File: src/rtl/dcache_flush_sequencer.sv
// rtl/dcache_flush_sequencer.sv - walks every D-cache line on a syscall, writing back dirty lines and invalidating valid ones.
// Optional FLUSH_STATS_EN adds write-back and cycle counters for the last flush.
module dcache_flush_sequencer #(
    parameter int NUM_LINES = 64,
    parameter int INDEX_W   = 6,
    parameter int TAG_W     = 21
) (
    input  logic               CLK,
    input  logic               RESET,
    input  logic               sys_req,
    output logic               flush_busy,
    output logic               SYS,
    output logic [INDEX_W-1:0] line_index_2DC,
    output logic               line_read_2DC,
    input  logic               line_valid_fDC,
    input  logic               line_dirty_fDC,
    input  logic [TAG_W-1:0]   line_tag_fDC,
    input  logic [255:0]       line_data_fDC,
    output logic               line_invalidate_2DC,
    output logic               dBlkWrite,
    output logic [255:0]       block_write_2DM,
    output logic [31:0]        block_address_2DM,
    input  logic               block_write_fDM_valid
`ifdef FLUSH_STATS_EN
    ,
    output logic [15:0]        lines_written_OUT,
    output logic [31:0]        flush_cycles_OUT
`endif
);

    typedef enum logic [2:0] {
        IDLE = 3'd0,
        RD   = 3'd1,
        CHK  = 3'd2,
        WB   = 3'd3,
        INV  = 3'd4,
        DONE = 3'd5
    } state_t;

    localparam logic [INDEX_W-1:0] LAST_INDEX = INDEX_W'(NUM_LINES - 1);

    state_t state;

    always_ff @(posedge CLK) begin
        if (RESET) begin
            state               <= IDLE;
            line_index_2DC      <= '0;
            flush_busy          <= 1'b0;
            SYS                 <= 1'b0;
            line_read_2DC       <= 1'b0;
            line_invalidate_2DC <= 1'b0;
            dBlkWrite           <= 1'b0;
            block_write_2DM     <= '0;
            block_address_2DM   <= '0;
`ifdef FLUSH_STATS_EN
            lines_written_OUT   <= '0;
            flush_cycles_OUT    <= '0;
`endif
        end else begin
            line_read_2DC       <= 1'b0;
            line_invalidate_2DC <= 1'b0;
`ifdef FLUSH_STATS_EN
            // Counts only walk cycles, so the value freezes once DONE is reached.
            if ((state == RD || state == CHK || state == WB || state == INV)
                && flush_cycles_OUT != '1)
                flush_cycles_OUT <= flush_cycles_OUT + 32'd1;
`endif
            case (state)
                IDLE: begin
                    if (sys_req) begin
                        state          <= RD;
                        line_index_2DC <= '0;
                        line_read_2DC  <= 1'b1;
                        flush_busy     <= 1'b1;
`ifdef FLUSH_STATS_EN
                        lines_written_OUT <= '0;
                        flush_cycles_OUT  <= '0;
`endif
                    end
                end
                RD: state <= CHK;
                CHK: begin
                    if (line_valid_fDC && line_dirty_fDC) begin
                        block_address_2DM <= {line_tag_fDC, line_index_2DC, 5'b0};
                        block_write_2DM   <= line_data_fDC;
                        dBlkWrite         <= 1'b1;
                        state             <= WB;
                    end else if (line_valid_fDC) begin
                        line_invalidate_2DC <= 1'b1;
                        state               <= INV;
                    end else if (line_index_2DC == LAST_INDEX) begin
                        SYS   <= 1'b1;
                        state <= DONE;
                    end else begin
                        line_index_2DC <= line_index_2DC + 1'b1;
                        line_read_2DC  <= 1'b1;
                        state          <= RD;
                    end
                end
                WB: begin
                    if (block_write_fDM_valid) begin
                        dBlkWrite           <= 1'b0;
                        line_invalidate_2DC <= 1'b1;
                        state               <= INV;
`ifdef FLUSH_STATS_EN
                        if (lines_written_OUT != '1)
                            lines_written_OUT <= lines_written_OUT + 16'd1;
`endif
                    end
                end
                INV: begin
                    if (line_index_2DC == LAST_INDEX) begin
                        SYS   <= 1'b1;
                        state <= DONE;
                    end else begin
                        line_index_2DC <= line_index_2DC + 1'b1;
                        line_read_2DC  <= 1'b1;
                        state          <= RD;
                    end
                end
                DONE: begin
                    if (!sys_req) begin
                        SYS        <= 1'b0;
                        flush_busy <= 1'b0;
                        state      <= IDLE;
                    end
                end
                default: begin
                    SYS        <= 1'b0;
                    flush_busy <= 1'b0;
                    dBlkWrite  <= 1'b0;
                    state      <= IDLE;
                end
            endcase
        end
    end

endmodule

File: config.mk
export PLATFORM = sky130hd
export DESIGN_NAME = dcache_flush_sequencer
export DESIGN_NICKNAME = d
export VERILOG_FILES = /design/src/rtl/dcache_flush_sequencer.sv
export SDC_FILE = /design/constraint.sdc
export NUM_CORES = 1
export LEC_CHECK = 0
export BUFFER_PORTS_ARGS = -buffer_cell sky130_fd_sc_hd__buf_2
export CORE_AREA = 8 8 222 224
export CTS_BUF_LIST = sky130_fd_sc_hd__clkbuf_8 sky130_fd_sc_hd__clkbuf_16
export DETAILED_ROUTE_END_ITERATION = 10
export DIE_AREA = 0 0 230 232
export GPL_TIMING_DRIVEN = 0
export SLEW_MARGIN = 20
export SYNTH_ARGS = -nofsm -noshare
export SYNTH_HDL_FRONTEND = slang
export SYNTH_SLANG_ARGS = --single-unit
File: constraint.sdc
create_clock -name CLK -period 4.2 [get_ports CLK]
set_clock_uncertainty 0.2 [all_clocks]
set_input_delay 0.63 -clock CLK [delete_from_list [all_inputs] [get_ports CLK]]
set_output_delay 0.63 -clock CLK [all_outputs]
set_load 0.01 [all_outputs]
==> summary.txt, run 1 <==
CRITICAL PATH
--------------------------------------------------------------------------------
Largest delay contributor family on the critical path ............. buffers and inverters
Data arrival time at the worst-slack endpoint .....................      2.54 ns
Required arrival time at the worst endpoint .......................      4.45 ns
Worst setup SP type ...............................................    flip-flop
Slowest stage delay, CP ...........................................      0.39 ns
Worst Setup Path Type .............................................   reg -> reg
Type of destination of the critical path ..........................    flip-flop
Path depth of the worst reg2reg path ..............................            8
Cell at the slowest stage of the critical path .................... sky130_fd_sc_hd__buf_2
CP Cell Sequence .................................................. buf_2 -> nand2b_4 -> buf_6 -> nor2_2 -> buf_2 -> buf_2 -> nand2_1 -> a21oi_1
Cell count along the critical path ................................            8
CP max FO .........................................................           11
Most used cell, CP ................................................ sky130_fd_sc_hd__buf_2
Bufs and invs on worst path .......................................            4

CELLS AND AREA
--------------------------------------------------------------------------------
Number of nets in the layout ......................................         2233
Area growth, synth to finish ......................................        44.5%
Number of inserted filler cells in the final layout ...............         4912
Area used by sequential logic in the layout ....................... 0.00595 sq mm
Fraction of final layout cells with drive strength greater than 1 .        0.356
Commonest cells after routing, fill and taps aside ................ 603 x sky130_fd_sc_hd__buf_2, 571 x sky130_fd_sc_hd__nand2_1, 297 x sky130_fd_sc_hd__dfxtp_1, 292 x sky130_fd_sc_hd__a21oi_1, 37 x sky130_fd_sc_hd__clkbuf_16
Most common library cell in the layout ignoring fill and taps ..... sky130_fd_sc_hd__buf_2
Multi-input combinational cell area ............................... 0.00404 sq mm

LOGIC SYNTHESIS
--------------------------------------------------------------------------------
Syn Std Cell Area ................................................. 0.0107 sq mm
Warnings from Yosys ...............................................            0
Part of the Yosys area used for sequential elements ...............        0.556
Most instantiated flip-flop cell in the synthesis netlist ......... sky130_fd_sc_hd__dfxtp_1
Largest area contributor in the netlist ........................... sky130_fd_sc_hd__dfxtp_1
Synth Register Bits ...............................................          297
Syn avg cell area .................................................   8.02 sq um
Count of unique library cells instantiated by Yosys ...............           39
EDFF count, synth .................................................            0
Top cells by area, synth .......................................... sky130_fd_sc_hd__dfxtp_1 56%, sky130_fd_sc_hd__nand2_1 20%, sky130_fd_sc_hd__a21oi_1 14%
Number of instances in the synthesized netlist ....................         1333
Share of synthesized registers carrying an async set or reset .....            0
Area share of the largest cell type after synthesis ...............        0.556

STA
--------------------------------------------------------------------------------
Worst slew margin .................................................        0.529
Fin Setup TNS .....................................................         0 ns
Number of slew-limit violations in the final report ...............            0
Maximum clock frequency ...........................................      437 MHz
Final period utilization ..........................................        0.545
Shortest period the worst path allows .............................      2.29 ns
Final hold vios ...................................................            0
Transition time of the tightest slew-check pin ....................     0.707 ns
Final count of negative-setup-slack endpoints .....................            0
Setup repair after global routing missed its margin ...............           no

DRT
--------------------------------------------------------------------------------
Detailed-router iteration count before antenna repair .............            5
Number of DRC markers in iteration 0 ..............................          387
Wirelength, routed ................................................     44000 um
Average detailed-routed wire length per instance ..................      17.1 um
Drt via density ...................................................         4.37
Remaining antenna violation count .................................            0
Vias post-DR ......................................................        11300
Residual DRC count ................................................            0

FLOORPLANNING
--------------------------------------------------------------------------------
Die area .......................................................... 0.0534 sq mm
IO Count ..........................................................          582
Chip Width ........................................................       230 um
Die boundary height ...............................................       232 um
Core region area .................................................. 0.0459 sq mm
Initial cell density of the core ..................................        0.233
Rows ..............................................................           79

GLOBAL ROUTE
--------------------------------------------------------------------------------
First-pass GRT wire length ........................................     66200 um
Number of global-route vias before repair .........................        11300
Number of antenna violations at the first check in global routing .            6
Maximum number of pins on one net before global-route repair ......           13
Total congestion overflow .........................................            0
GR Util All Layers ................................................        0.156

POWER AND IR DROP
--------------------------------------------------------------------------------
Clk network pwr share .............................................        0.466
Power share of the sequential group ...............................        0.465
Design Power ......................................................      6.19 mW
Combinational power share .........................................        0.068
Internal power contribution .......................................      4.75 mW
Total power per unit cell area ....................................  401 mW/mm^2
Net switching fraction of the power ...............................        0.233
LEAKAGE ...........................................................      6.85 nW
IR drop worst, VDD ................................................     0.292 mV
Net switching power ...............................................      1.44 mW

CLOCKING
--------------------------------------------------------------------------------
Count of buffers added by post-CTS timing repair for setup ........            0
Clk sink count ....................................................          297
Clk slew on worst S/H paths .......................................      0.06 ns
Later-pin clock latency in the skew report ........................      0.53 ns
TritonCTS clock tree ..............................................          yes
Maximum buffer depth of the clock tree ............................            3
# resized after CTS ...............................................            0
Number of buffers added by the clock tree synthesis step ..........           35
Number of levels in the clock H-tree ..............................            2
CTS hold repair buffers ...........................................            0
CTS Root Buffer Type .............................................. sky130_fd_sc_hd__clkbuf_16

WORST HOLD PATH
--------------------------------------------------------------------------------
Number of cells on the worst hold path ............................            3
Hold Path Class ...................................................    in -> reg

STATUS
--------------------------------------------------------------------------------
Result of the run ................................................. finished, final reports clean

FLOW RUN
--------------------------------------------------------------------------------
Max-capacitance violation count ...................................            0

PLACE
--------------------------------------------------------------------------------
Placer's final routability congestion estimate ....................        0.916
DP HPWL ...........................................................     35000 um
Input/output buffers ..............................................          575

## per-layer routing
metal,part of all wire,track usage
met5,0.00027,0
met4,0.029,0.0624
met3,0.089,0.0531
met2,0.50,0.275
met1,0.38,0.170
## power groups by stage
stage | Combinational, mW | Sequential (mW) | Clock (mW)
2_1_floorplan | 0.161 | 2.96 | 0
3_3_place_gp | 0.421 | 2.94 | 0
3_5_place_dp | 0.425 | 2.94 | 0
4_1_cts | 0.427 | 2.88 | 2.99
5_1_grt | 0.465 | 2.88 | 3.11
6_report | 0.422 | 2.88 | 2.89
## cell families (layout without fill, tap and decap cells)
family                   after synthesis  after routing  share of synthesized area
flip-flops                           297            297                      0.556
other                                  1             10                   0.000351
adder cells (fa/ha/maj)                2              2                    0.00211
multiplexers                           1              1                   0.000936
AND/OR/NAND/NOR                      605            605                      0.220
AO/OA/AOI/OAI                        316            316                      0.154
buffers and inverters                111            743                     0.0672
## cell usage after synthesis (2+ instances only)
master / instances
sky130_fd_sc_hd__buf_6: 30
sky130_fd_sc_hd__nor2b_1: 4
sky130_fd_sc_hd__nor3_1: 3
sky130_fd_sc_hd__nand3_1: 4
sky130_fd_sc_hd__a21oi_1: 292
sky130_fd_sc_hd__inv_1: 6
sky130_fd_sc_hd__nand3b_1: 3
sky130_fd_sc_hd__o22ai_1: 3
sky130_fd_sc_hd__o21ai_0: 7
sky130_fd_sc_hd__nor2_1: 5
sky130_fd_sc_hd__clkbuf_1: 35
sky130_fd_sc_hd__a31oi_1: 4
sky130_fd_sc_hd__nand2_1: 571
sky130_fd_sc_hd__buf_4: 11
sky130_fd_sc_hd__or2_2: 2
sky130_fd_sc_hd__nand2b_1: 5
sky130_fd_sc_hd__buf_2: 28
sky130_fd_sc_hd__dfxtp_1: 297
sky130_fd_sc_hd__a211oi_1: 3
## through the flow
step | hold slack (ns) | setup WS [ns] | util | instance area (sq um) | cells
3_3_place_gp | 0.238 | 1.30 | 0.313 | 14300 | 2519
5_1_grt | 0.109 | 1.75 | 0.337 | 15400 | 2579
2_1_floorplan | 0.281 | 2.38 | - | 10700 | 1337
6_report | 0.138 | 1.91 | 0.337 | 15400 | 2581
3_5_place_dp | 0.243 | 1.24 | 0.313 | 14300 | 2519
4_1_cts | 0.0975 | 1.82 | 0.337 | 15400 | 2576
## registers in the layout, summed over array words and instances (netlist names)
name                 cells
line_invalidate_2DC      1
block_write_2DM        256
line_index_2DC           6
block_address_2DM       27
SYS                      1
flush_busy               1
state                    3
line_read_2DC            1
dBlkWrite                1
## worst min-delay path, cell delays in order
cell	delay (ns)
sky130_fd_sc_hd__buf_2	0.09
sky130_fd_sc_hd__nand2_1	0.04
sky130_fd_sc_hd__a21oi_1	0.05
## path summary, 6_finish.rpt
kind                         from                   end  slack (ns)
max                      state[1]  block_write_2DM[114]        1.91
min             line_data_fDC[96]   block_write_2DM[96]        0.14
max reg2reg              state[1]  block_write_2DM[114]        1.91
min reg2reg  block_write_2DM[155]  block_write_2DM[155]        0.25
## final cells by class
class	instances	share of cell area
diodes	5	0.000810
flip-flops and latches	297	0.385
clock inverters	13	0.00429
inverters	6	0.00146
clock buffers	44	0.0662
well taps	607	0.0492
repair buffers	575	0.186
plain buffers	105	0.0450
multi-input cells	929	0.262
(Power assumes the default switching activity.)
==> inputs of run 2 (changes only) <==
--- a/config.mk
+++ b/config.mk
@@ -6,10 +6,10 @@
 export NUM_CORES = 1
 export LEC_CHECK = 0
 export BUFFER_PORTS_ARGS = -buffer_cell sky130_fd_sc_hd__buf_2
-export CORE_AREA = 8 8 222 224
+export CORE_AREA = 8 8 223 225
 export CTS_BUF_LIST = sky130_fd_sc_hd__clkbuf_8 sky130_fd_sc_hd__clkbuf_16
 export DETAILED_ROUTE_END_ITERATION = 10
-export DIE_AREA = 0 0 230 232
+export DIE_AREA = 0 0 231 233
 export GPL_TIMING_DRIVEN = 0
 export SLEW_MARGIN = 20
 export SYNTH_ARGS = -nofsm -noshare
==> constraint.sdc (replaced) <==
create_clock -name CLK -period 2.3 [get_ports CLK]
set_clock_uncertainty 0.2 [all_clocks]
set_input_delay 0.345 -clock CLK [delete_from_list [all_inputs] [get_ports CLK]]
set_output_delay 0.345 -clock CLK [all_outputs]
set_load 0.01 [all_outputs]
==> summary.txt, run 2 (synthesis gave the netlist of run 1 again) <==
DRT
--------------------------------------------------------------------------------
Average detailed-routed wire length per instance ..................      16.9 um
Wirelength, routed ................................................     48200 um
Number of DRC markers in iteration 0 ..............................          546
Remaining antenna violation count .................................            0
Residual DRC count ................................................            0
Vias post-DR ......................................................        12500
Detailed-router iteration count before antenna repair .............            5
Drt via density ...................................................         4.38

CLOCKING
--------------------------------------------------------------------------------
CTS Root Buffer Type .............................................. sky130_fd_sc_hd__clkbuf_16
Clk slew on worst S/H paths .......................................      0.06 ns
Number of buffers added by the clock tree synthesis step ..........           34
Number of levels in the clock H-tree ..............................            2
Maximum buffer depth of the clock tree ............................            3
Clk sink count ....................................................          297
TritonCTS clock tree ..............................................          yes
Later-pin clock latency in the skew report ........................      0.53 ns

CELLS AND AREA
--------------------------------------------------------------------------------
Max reg flops .....................................................          256
Number of nets in the layout ......................................         2510
Number of inserted filler cells in the final layout ...............         4527
Commonest cells after routing, fill and taps aside ................ 600 x sky130_fd_sc_hd__buf_2, 571 x sky130_fd_sc_hd__nand2_1, 297 x sky130_fd_sc_hd__dfxtp_1, 292 x sky130_fd_sc_hd__a21oi_1, 278 x sky130_fd_sc_hd__dlygate4sd3_1
Fraction of final layout cells with drive strength greater than 1 .        0.314
Most common library cell in the layout ignoring fill and taps ..... sky130_fd_sc_hd__buf_2
Area growth, synth to finish ......................................        71.6%
Multi-input combinational cell area ............................... 0.00404 sq mm
Largest registers ................................................. block_write_2DM x256, block_address_2DM x27, line_index_2DC x6
Area used by sequential logic in the layout ....................... 0.00595 sq mm
Reg with most FFs ................................................. block_write_2DM

FLOORPLANNING
--------------------------------------------------------------------------------
Die boundary height ...............................................       233 um
Chip Width ........................................................       231 um
Core region area .................................................. 0.0461 sq mm
Rows ..............................................................           79
IO Count ..........................................................          582
Initial cell density of the core ..................................        0.232
Die area .......................................................... 0.0538 sq mm

WORST HOLD PATH
--------------------------------------------------------------------------------
Number of cells on the worst hold path ............................            3
Beginning of the worst hold path .................................. line_dirty_fDC
Hold EP ........................................................... line_invalidate_2DC
Hold Path Class ...................................................    in -> reg

PLACE
--------------------------------------------------------------------------------
DP HPWL ...........................................................     34900 um
Input/output buffers ..............................................          575
Placer's final routability congestion estimate ....................        0.886

STA
--------------------------------------------------------------------------------
Final count of negative-setup-slack endpoints .....................            0
Maximum clock frequency ...........................................      471 MHz
Final period utilization ..........................................        0.922
Shortest period the worst path allows .............................      2.12 ns
Worst slew margin .................................................        0.526
Number of slew-limit violations in the final report ...............            0
Setup repair after global routing missed its margin ...............           no
Transition time of the tightest slew-check pin ....................     0.711 ns
Final worst hold slack ............................................    0.0590 ns
Final hold vios ...................................................            0

GLOBAL ROUTE
--------------------------------------------------------------------------------
Met2 demand-to-capacity share in global routing ...................        0.294
Busiest layer in global routing ...................................         met2
Number of antenna violations at the first check in global routing .            2
Met3 track demand over resource in global routing .................       0.0611
Number of global-route vias before repair .........................        12900
Met1 track demand over resource in global routing .................        0.177
GR Util All Layers ................................................        0.168
Total congestion overflow .........................................            0
First-pass GRT wire length ........................................     72000 um
Maximum number of pins on one net before global-route repair ......           14

CRITICAL PATH
--------------------------------------------------------------------------------
R2R setup slack ...................................................      0.18 ns
CP Cell Sequence .................................................. buf_6 -> nand2b_4 -> buf_6 -> nor2_2 -> clkbuf_4 -> buf_2 -> nand2_1 -> a21oi_1
Type of destination of the critical path ..........................    flip-flop
End of the worst register-to-register path ........................ block_address_2DM[13]
Data arrival time at the worst-slack endpoint .....................      2.37 ns
Most used cell, CP ................................................ sky130_fd_sc_hd__buf_6
CP max FO .........................................................           10
Bufs and invs on worst path .......................................            4
Slowest stage delay, CP ...........................................      0.32 ns
Largest delay contributor family on the critical path ............. buffers and inverters
Worst reg2reg startpoint ..........................................     state[2]
Cell at the slowest stage of the critical path .................... sky130_fd_sc_hd__buf_2
Path depth of the worst reg2reg path ..............................            8
Worst Setup Path Type .............................................   reg -> reg
Worst setup SP type ...............................................    flip-flop
Required arrival time at the worst endpoint .......................      2.55 ns

STATUS
--------------------------------------------------------------------------------
Result of the run ................................................. finished, final reports clean

POWER AND IR DROP
--------------------------------------------------------------------------------
LEAKAGE ...........................................................      8.07 nW
IR drop worst, VDD ................................................     0.453 mV
Total power per unit cell area ....................................  670 mW/mm^2
Design Power ......................................................      12.3 mW

FLOW RUN
--------------------------------------------------------------------------------
Max-capacitance violation count ...................................            0

==> run 2: changes by cell type in the layout (fill, tap and decap cells not counted), sizes merged <==
cell,change
clkinv,+2
diode,-3
clkinvlp,-1
dlygate4sd3,+278
bufinv,+6
buf,-3
inv,-1
==> run 2: how the worst max path moves through the flow <==
stage                       from  cells past startpoint               endpoint  slack, ns
3_5_place_dp               RESET                      4   block_write_2DM[102]      -0.33
2_1_floorplan  line_index_2DC[0]                      4      line_index_2DC[5]       0.48
6_report                state[2]                      8  block_address_2DM[13]       0.18
5_1_grt                 state[2]                      8   block_write_2DM[110]       0.02
4_1_cts                 state[2]                      8   block_write_2DM[104]       0.02
3_3_place_gp               RESET                      4   block_write_2DM[105]      -0.34
==> run 2: timing repair <==
item                                    CTS  global route
endpoints found under the setup margin    0            21
setup buffers                             0             0
hold buffers                            278             0
resized for setup                         0             3
hold endpoints to repair                279             0
==> run 2: cell type report <==
cell class / instances / area share
diodes: 2 / 0.000273
plain buffers: 105 / 0.0383
clock buffers: 41 / 0.0522
clock inverters: 19 / 0.0137
inverters: 6 / 0.00123
multi-input cells: 929 / 0.220
flip-flops and latches: 297 / 0.324
well taps: 607 / 0.0414
repair buffers: 853 / 0.308
==> run 2: layer usage <==
| layer | vias up | part of all wire |
|---|---|---|
| met4 | 0 | 0.044 |
| met2 | 588 | 0.50 |
| met1 | 5685 | 0.37 |
| li1 | 6101 | - |
| met3 | 142 | 0.090 |
| met5 | - | 0 |
==> run 2: worst register-to-register path, cell delays in order, from the launching register on <==
cell                       delay, ns
sky130_fd_sc_hd__dfxtp_1        0.31
sky130_fd_sc_hd__buf_6          0.13
sky130_fd_sc_hd__nand2b_4       0.13
sky130_fd_sc_hd__buf_6          0.13
sky130_fd_sc_hd__nor2_2         0.22
sky130_fd_sc_hd__clkbuf_4       0.31
sky130_fd_sc_hd__buf_2          0.32
sky130_fd_sc_hd__nand2_1        0.15
sky130_fd_sc_hd__a21oi_1        0.14
==> run 2: where the power goes <==
part	leakage [nW]	switching [mW]	internal [mW]
combinational	5.06	0.518	0.648
sequential	2.40	0.0414	5.22
clock	0.612	2.23	3.64
==> run 2: per-stage QoR <==
stage               utilization  instances  setup TNS, ns  instance area (sq um)  setup slack [ns]
detailed placement        0.311       2519         -24.32                  14300            -0.332
CTS                       0.398       2857              0                  18300            0.0240
floorplan                     -       1337              0                  10700             0.477
global route              0.398       2859              0                  18400            0.0224
finish                    0.398       2859              0                  18400             0.179
global placement          0.311       2519         -24.10                  14300            -0.343
